## src/rtl/gpmc_fifo_regs.sv

```systemverilog
// Host-side register bank behind the GPMC synchronizer: ID, CTRL, STATUS, SCRATCH
// plus TX (host->fabric) and RX (fabric->host) first-word-fall-through FIFOs.
module gpmc_fifo_regs #(
    parameter int ADDR_WIDTH = 5,
    parameter int DATA_WIDTH = 16,
    parameter int FIFO_DEPTH = 16,
    parameter logic [DATA_WIDTH-1:0] ID_VALUE = 16'hB3A7
) (
    input  logic                  clk,
    input  logic                  rst_n,
    input  logic                  cs,
    input  logic                  we,
    input  logic                  oe,
    input  logic [ADDR_WIDTH-1:0] address,
    input  logic [DATA_WIDTH-1:0] wr_data,
    output logic [DATA_WIDTH-1:0] rd_data,
    output logic [7:0]            ctrl_out,
    output logic [DATA_WIDTH-1:0] tx_data,
    output logic                  tx_valid,
    input  logic                  tx_ready,
    input  logic [DATA_WIDTH-1:0] rx_data,
    input  logic                  rx_valid,
    output logic                  rx_ready,
    output logic                  irq
);
    localparam int PW = $clog2(FIFO_DEPTH);
    localparam int LW = PW + 1;

    localparam logic [ADDR_WIDTH-1:0] A_ID      = ADDR_WIDTH'(0);
    localparam logic [ADDR_WIDTH-1:0] A_CTRL    = ADDR_WIDTH'(1);
    localparam logic [ADDR_WIDTH-1:0] A_STATUS  = ADDR_WIDTH'(2);
    localparam logic [ADDR_WIDTH-1:0] A_TXLEVEL = ADDR_WIDTH'(3);
    localparam logic [ADDR_WIDTH-1:0] A_RXLEVEL = ADDR_WIDTH'(4);
    localparam logic [ADDR_WIDTH-1:0] A_TXDATA  = ADDR_WIDTH'(5);
    localparam logic [ADDR_WIDTH-1:0] A_RXDATA  = ADDR_WIDTH'(6);
    localparam logic [ADDR_WIDTH-1:0] A_SCRATCH = ADDR_WIDTH'(8);

    logic                  we_d_reg, oe_d_reg, we_arm_reg;
    logic                  wr_commit, rd_end;
    logic                  wr_ctrl, wr_status, wr_scratch;
    logic                  tx_push_req, rx_pop_req;
    logic                  tx_ovf_set, rx_unf_set;
    logic [7:0]            ctrl_hi_reg;
    logic                  irq_en_rx_reg, irq_en_tx_reg;
    logic [DATA_WIDTH-1:0] scratch_reg;
    logic                  tx_ovf_reg, rx_unf_reg;
    logic [DATA_WIDTH-1:0] rd_mux, rd_data_reg;
    logic                  irq_reg;
    logic                  unused_cs;

    // Index 0 is the TX FIFO, index 1 the RX FIFO.
    logic [1:0]                 push, pop, clr, full, empty;
    logic [1:0][DATA_WIDTH-1:0] din, head;
    logic [1:0][LW-1:0]         level;

    assign unused_cs = cs;

    // we_d resets high, so a strobe held low across reset release would look like a
    // fresh falling edge; we_arm blocks commits until we has been seen high.
    assign wr_commit = !we && we_d_reg && we_arm_reg;
    assign rd_end    = oe && !oe_d_reg;

    assign wr_ctrl     = wr_commit && (address == A_CTRL);
    assign wr_status   = wr_commit && (address == A_STATUS);
    assign wr_scratch  = wr_commit && (address == A_SCRATCH);
    assign tx_push_req = wr_commit && (address == A_TXDATA);
    assign rx_pop_req  = rd_end && (address == A_RXDATA);

    assign clr  = {wr_ctrl && wr_data[1], wr_ctrl && wr_data[0]};
    assign push = {rx_valid && !full[1], tx_push_req && !full[0]};
    assign pop  = {rx_pop_req && !empty[1], tx_ready && !empty[0]};
    assign din  = {rx_data, wr_data};

    assign tx_ovf_set = tx_push_req && full[0] && !clr[0];
    assign rx_unf_set = rx_pop_req && empty[1] && !clr[1];

    genvar gi;
    generate
        for (gi = 0; gi < 2; gi++) begin : g_fifo
            logic [DATA_WIDTH-1:0] mem_reg [FIFO_DEPTH];
            logic [PW-1:0]         wr_ptr_reg, rd_ptr_reg;
            logic [LW-1:0]         level_reg;

            always_ff @(posedge clk) begin
                if (push[gi] && !clr[gi])
                    mem_reg[wr_ptr_reg] <= din[gi];
            end

            always_ff @(posedge clk or negedge rst_n) begin
                if (!rst_n) begin
                    wr_ptr_reg <= '0;
                    rd_ptr_reg <= '0;
                    level_reg  <= '0;
                end else if (clr[gi]) begin
                    wr_ptr_reg <= '0;
                    rd_ptr_reg <= '0;
                    level_reg  <= '0;
                end else begin
                    if (push[gi])
                        wr_ptr_reg <= wr_ptr_reg + PW'(1);
                    if (pop[gi])
                        rd_ptr_reg <= rd_ptr_reg + PW'(1);
                    case ({push[gi], pop[gi]})
                        2'b10:   level_reg <= level_reg + LW'(1);
                        2'b01:   level_reg <= level_reg - LW'(1);
                        default: level_reg <= level_reg;
                    endcase
                end
            end

            assign head[gi]  = mem_reg[rd_ptr_reg];
            assign level[gi] = level_reg;
            assign full[gi]  = (level_reg == LW'(FIFO_DEPTH));
            assign empty[gi] = (level_reg == '0);
        end
    endgenerate

    always_ff @(posedge clk or negedge rst_n) begin
        if (!rst_n) begin
            we_d_reg   <= 1'b1;
            oe_d_reg   <= 1'b1;
            we_arm_reg <= 1'b0;
        end else begin
            we_d_reg   <= we;
            oe_d_reg   <= oe;
            we_arm_reg <= we_arm_reg || we;
        end
    end

    always_ff @(posedge clk or negedge rst_n) begin
        if (!rst_n) begin
            ctrl_hi_reg   <= '0;
            irq_en_rx_reg <= 1'b0;
            irq_en_tx_reg <= 1'b0;
            scratch_reg   <= '0;
        end else begin
            if (wr_ctrl) begin
                ctrl_hi_reg   <= wr_data[15:8];
                irq_en_rx_reg <= wr_data[2];
                irq_en_tx_reg <= wr_data[3];
            end
            if (wr_scratch)
                scratch_reg <= wr_data;
        end
    end

    // Sticky error flags: a same-cycle set beats the write-one-to-clear.
    always_ff @(posedge clk or negedge rst_n) begin
        if (!rst_n) begin
            tx_ovf_reg <= 1'b0;
            rx_unf_reg <= 1'b0;
        end else begin
            if (tx_ovf_set)
                tx_ovf_reg <= 1'b1;
            else if (wr_status && wr_data[4])
                tx_ovf_reg <= 1'b0;
            if (rx_unf_set)
                rx_unf_reg <= 1'b1;
            else if (wr_status && wr_data[5])
                rx_unf_reg <= 1'b0;
        end
    end

    always_comb begin
        rd_mux = '0;
        case (address)
            A_ID:      rd_mux = ID_VALUE;
            A_CTRL:    rd_mux = DATA_WIDTH'({ctrl_hi_reg, 4'b0000, irq_en_tx_reg, irq_en_rx_reg, 2'b00});
            A_STATUS:  rd_mux = DATA_WIDTH'({rx_unf_reg, tx_ovf_reg, empty[1], full[1], empty[0], full[0]});
            A_TXLEVEL: rd_mux = DATA_WIDTH'(level[0]);
            A_RXLEVEL: rd_mux = DATA_WIDTH'(level[1]);
            A_RXDATA:  rd_mux = empty[1] ? '0 : head[1];
            A_SCRATCH: rd_mux = scratch_reg;
            default:   rd_mux = '0;
        endcase
    end

    always_ff @(posedge clk or negedge rst_n) begin
        if (!rst_n) begin
            rd_data_reg <= '0;
            irq_reg     <= 1'b0;
        end else begin
            rd_data_reg <= rd_mux;
            irq_reg     <= (irq_en_rx_reg && !empty[1]) || (irq_en_tx_reg && empty[0]);
        end
    end

    assign rd_data  = rd_data_reg;
    assign irq      = irq_reg;
    assign ctrl_out = ctrl_hi_reg;
    assign tx_data  = head[0];
    assign tx_valid = !empty[0];
    assign rx_ready = !full[1];
endmodule

```

## config.mk

```make
export PLATFORM = sky130hd
export DESIGN_NAME = gpmc_fifo_regs
export DESIGN_NICKNAME = d
export VERILOG_FILES = /design/src/rtl/gpmc_fifo_regs.sv
export SDC_FILE = /design/constraint.sdc
export NUM_CORES = 1
export LEC_CHECK = 0
export BUFFER_PORTS_ARGS = -buffer_cell sky130_fd_sc_hd__buf_2
export CORE_UTILIZATION = 35
export DETAILED_ROUTE_END_ITERATION = 12
export MAX_ROUTING_LAYER = met4
export PLACE_DENSITY = 0.52
export SYNTH_ARGS = -nofsm -noshare
export SYNTH_HDL_FRONTEND = slang
export SYNTH_SLANG_ARGS = --single-unit
```

## constraint.sdc

```tcl
create_clock -name clk -period 5.5 [get_ports clk]
set_input_delay 0.275 -clock clk [delete_from_list [all_inputs] [get_ports clk]]
set_output_delay 0.275 -clock clk [all_outputs]
set_load 0.02 [all_outputs]
```

==> metrics.md <==
| Metric | Value |
|---|---|
| Layout area overhead | 15.7% |
| Row cnt | 94 |
| Syn nets | 1211 |
| Commonest non-fill, non-tap cell in the layout | edfxtp_1 |
| CTS tree | yes |
| Drt total wl | 54.6 mm |
| Final Hold Viols | 0 |
| CTS Buf Count | 61 |
| Seq/Total Area, Yosys | 0.736 |
| Hold Path End | g_fifo[1].mem_reg[10][11] |
| Sink Count | 586 |
| Fmax | 274 MHz |
| Port Buf Inserts | 85 |
| Clk_lat worst skew | 0.62 ns |
| Power Total | 0.0120 W |
| Hold path depth | 1 |
| Worst-margin pin slew | 1.09 ns |
| CP arrival | 3.38 ns |
| Vias | 11400 |
| Final setup vio count | 0 |
| # H-tree levels | 2 |
| RSZ-0062 raised after global routing | no |
| FF+latch count, synth | 586 |
| Layout cells sized above 1 | 0.346 |
| Vias/cell | 5.17 |
| R2R depth | 5 |
| CP Cell Sequence | buf_4 -> mux4_2 -> mux4_2 -> buf_2 |
| Total grt overflow | 0 |
| Global-route wire length before repair | 81.4 mm |
| Max reg flops | 512 |
| Critical path endpoint category | output pin |
| HP Class | input pin to register |
| Largest net degree at the start of global routing | 55 |
| R2r startpoint | we_d_reg |
| Peak supply drop | 0.311 mV |
| Initial antenna violation count | 4 |
| Post-CTS Setup Bufs | 0 |
| Fin Setup TNS | 0 ns |
| Syn Area/Cell | 20.3 um^2 |
| DRC violations left | 4 |
| CTS Buffer Depth | 3 |
| Max_slew headroom | 0.266 |
| Status | complete, but fails checks |
| Filler cells | 5819 |
| Post-synthesis cell type count | 73 |
| DR WL/cell | 24.8 um |
| Die Wd | 261 um |
| Initial detailed-routing violation count | 798 |
| I/O pins | 87 |
| Vias in the first global route | 12000 |
| Final Net Count | 1345 |
| Slew Limit Fails | 0 |
| Starting density of the core | 0.355 |
| Ys async rst share | 0.126 |
| Drt first pass iters | 9 |
| CP max stage delay | 0.93 ns |
| Flop2flop setup slack | 2.32 ns |
| Critical-path top delay cell | dfrtp_4 |
| Synthesized instance count | 1154 |
| EDFF count, synth | 512 |
| Die area | 67900 um^2 |
| Mapped Area | 23400 um^2 |
| DIE HEIGHT | 261 um |
| Failing checks | DRC |
| Reg2reg end | g_fifo[0].mem_reg[15][3] |
| Clk_skew | 0.0214 ns |
| Critical path required time | 5.22 ns |
| DRT antenna net count | 0 |
| Tmin final | 3.65 ns |
| Final period util | 0.664 |
| CP startpoint kind | register |
| Hold path start | rx_data[11] |
| Power per cell area | 442 nW/um^2 |
| Most frequent cells in the layout | edfxtp_1, mux4_2, buf_2 |
| Core ar. | 66000 um^2 |
| Number of gates resized after CTS | 0 |
| Final GP Congestion | 0.743 |
| Most used cell, CP | mux4_2 |
| CTS clk-pin slew, worst paths | 0.06 ns |
| Synth warn | 0 |
| Top_reg_cell synth | edfxtp_1 |
| Root buf cell | clkbuf_16 |
| Max FO, Critical Path | 38 |
| GR Util All Layers | 0.171 |
| Static Leak | 8.95 nW |
| HPWL after DPL | 33.8 mm |
| Max cap viols | 0 |
| Critical path class | register to output pin |
-- synth_stat cells (2+ instances only) --
cell type,count,area [um^2]
inv_1,14,52.6
nor4_1,5,31.3
o21ai_0,15,75.1
nor2_1,40,150
mux2_4,10,150
nand3_1,12,60.1
nand2b_1,4,25.0
nand2_1,44,165
a222oi_1,4,40.0
buf_1,7,26.3
and3_1,3,18.8
nand4_1,5,31.3
mux2i_1,13,130
or4_1,2,15.0
a221oi_1,8,70.1
a211oi_1,4,30.0
dfstp_2,2,52.6
o22ai_1,3,18.8
clkbuf_1,21,78.8
edfxtp_1,512,15400
buf_4,7,52.6
and2_1,7,43.8
nor3_1,20,100
dfrtp_1,72,1800
o21a_1,6,45.0
mux2_2,39,439
or3_1,6,37.5
ha_1,13,163
a21o_1,2,15.0
mux4_2,144,3240
a21oi_1,19,95.1
o31ai_1,5,37.5
nor3b_1,3,22.5
xnor2_1,5,43.8
xor2_1,7,61.3
nor4bb_1,2,20.0
buf_6,3,33.8
nor2b_1,2,12.5
nand3b_1,4,30.0
buf_2,20,100
a22oi_1,8,60.1
-- through the flow --
| step | worst slack [ns] | utilization | cell area, um^2 | hold slack (ns) | instances |
|---|---|---|---|---|---|
| floorplan | 2.46 | - | 23400 | -0.0206 | 1154 |
| global placement | 2.27 | 0.379 | 25000 | 0.182 | 2084 |
| detailed placement | 2.19 | 0.379 | 25000 | 0.187 | 2084 |
| CTS | 1.70 | 0.410 | 27100 | 0.000316 | 2200 |
| global route | 1.60 | 0.410 | 27100 | 0.0304 | 2203 |
| finish | 1.85 | 0.410 | 27100 | 0.0328 | 2203 |
-- timing repair --
item	in CTS	in global routing
setup endpoints to repair	0	0
endpoints found under the hold margin	55	0
hold buffers	5	0
-- kinds of logic (layout without fill, tap and decap cells) --
logic type,after synthesis,in the layout,share of synthesized area
XOR/XNOR,12,12,0.00449
other,0,3,0
adder cells (fa/ha/maj),13,13,0.00695
AO/OA/AOI/OAI,87,87,0.0265
multiplexers,206,206,0.169
buffers and inverters,73,255,0.0149
flip-flops,586,586,0.736
AND/OR/NAND/NOR,177,177,0.0413
-- metal layers --
metal / vias up / part of all wire / GRT usage / wire, um
met1: 6041 / 0.42 / 0.218 / 23000
met4: 0 / 0.021 / 0.0435 / 1140
li1: 5034 / - / - / -
met3: 82 / 0.046 / 0.0286 / 2520
met2: 225 / 0.51 / 0.283 / 27900
met5: - / 0 / - / 0
-- critical path: cells and delay by family (launching register included) --
family / cells / cell delay, ns
buf+inv: 2 / 0.69
mux: 2 / 1.10
flops: 1 / 0.93
-- how the worst max path moves through the flow --
| stage | start | to | slack [ns] |
|---|---|---|---|
| 6_report | g_fifo[0].rd_ptr_reg[0] | tx_data[1] | 1.85 |
| 5_1_grt | g_fifo[0].rd_ptr_reg[0] | tx_data[14] | 1.60 |
| 4_1_cts | g_fifo[0].rd_ptr_reg[0] | tx_data[15] | 1.70 |
| 3_5_place_dp | we_d_reg | g_fifo[0].mem_reg[15][3] | 2.19 |
| 3_3_place_gp | we_d_reg | g_fifo[0].mem_reg[13][3] | 2.27 |
| 2_1_floorplan | we_d_reg | g_fifo[0].mem_reg[5][0] | 2.46 |
-- final cells by class --
| type | count | area (um^2) | area share |
|---|---|---|---|
| Sequential cell | 586 | 17200 | 0.637 |
| Multi-Input combinational cell | 495 | 5940 | 0.219 |
| Clock buffer | 74 | 1600 | 0.0589 |
| Tap cell | 864 | 1080 | 0.0399 |
| Timing Repair Buffer | 130 | 778 | 0.0287 |
| Clock inverter | 37 | 385 | 0.0142 |
| Inverter | 14 | 52.6 | 0.00194 |
| Antenna cell | 3 | 7.51 | 0.000277 |
-- power breakdown --
| group | internal (W) | leakage [nW] | switching (W) |
|---|---|---|---|
| Sequential | 0.00512 | 5.56 | 0.000429 |
| Combinational | 0.00118 | 2.43 | 0.00113 |
| Clock | 0.00239 | 0.959 | 0.00171 |
| Total | 0.00868 | 8.95 | 0.00327 |
(Power assumes the default switching activity.)
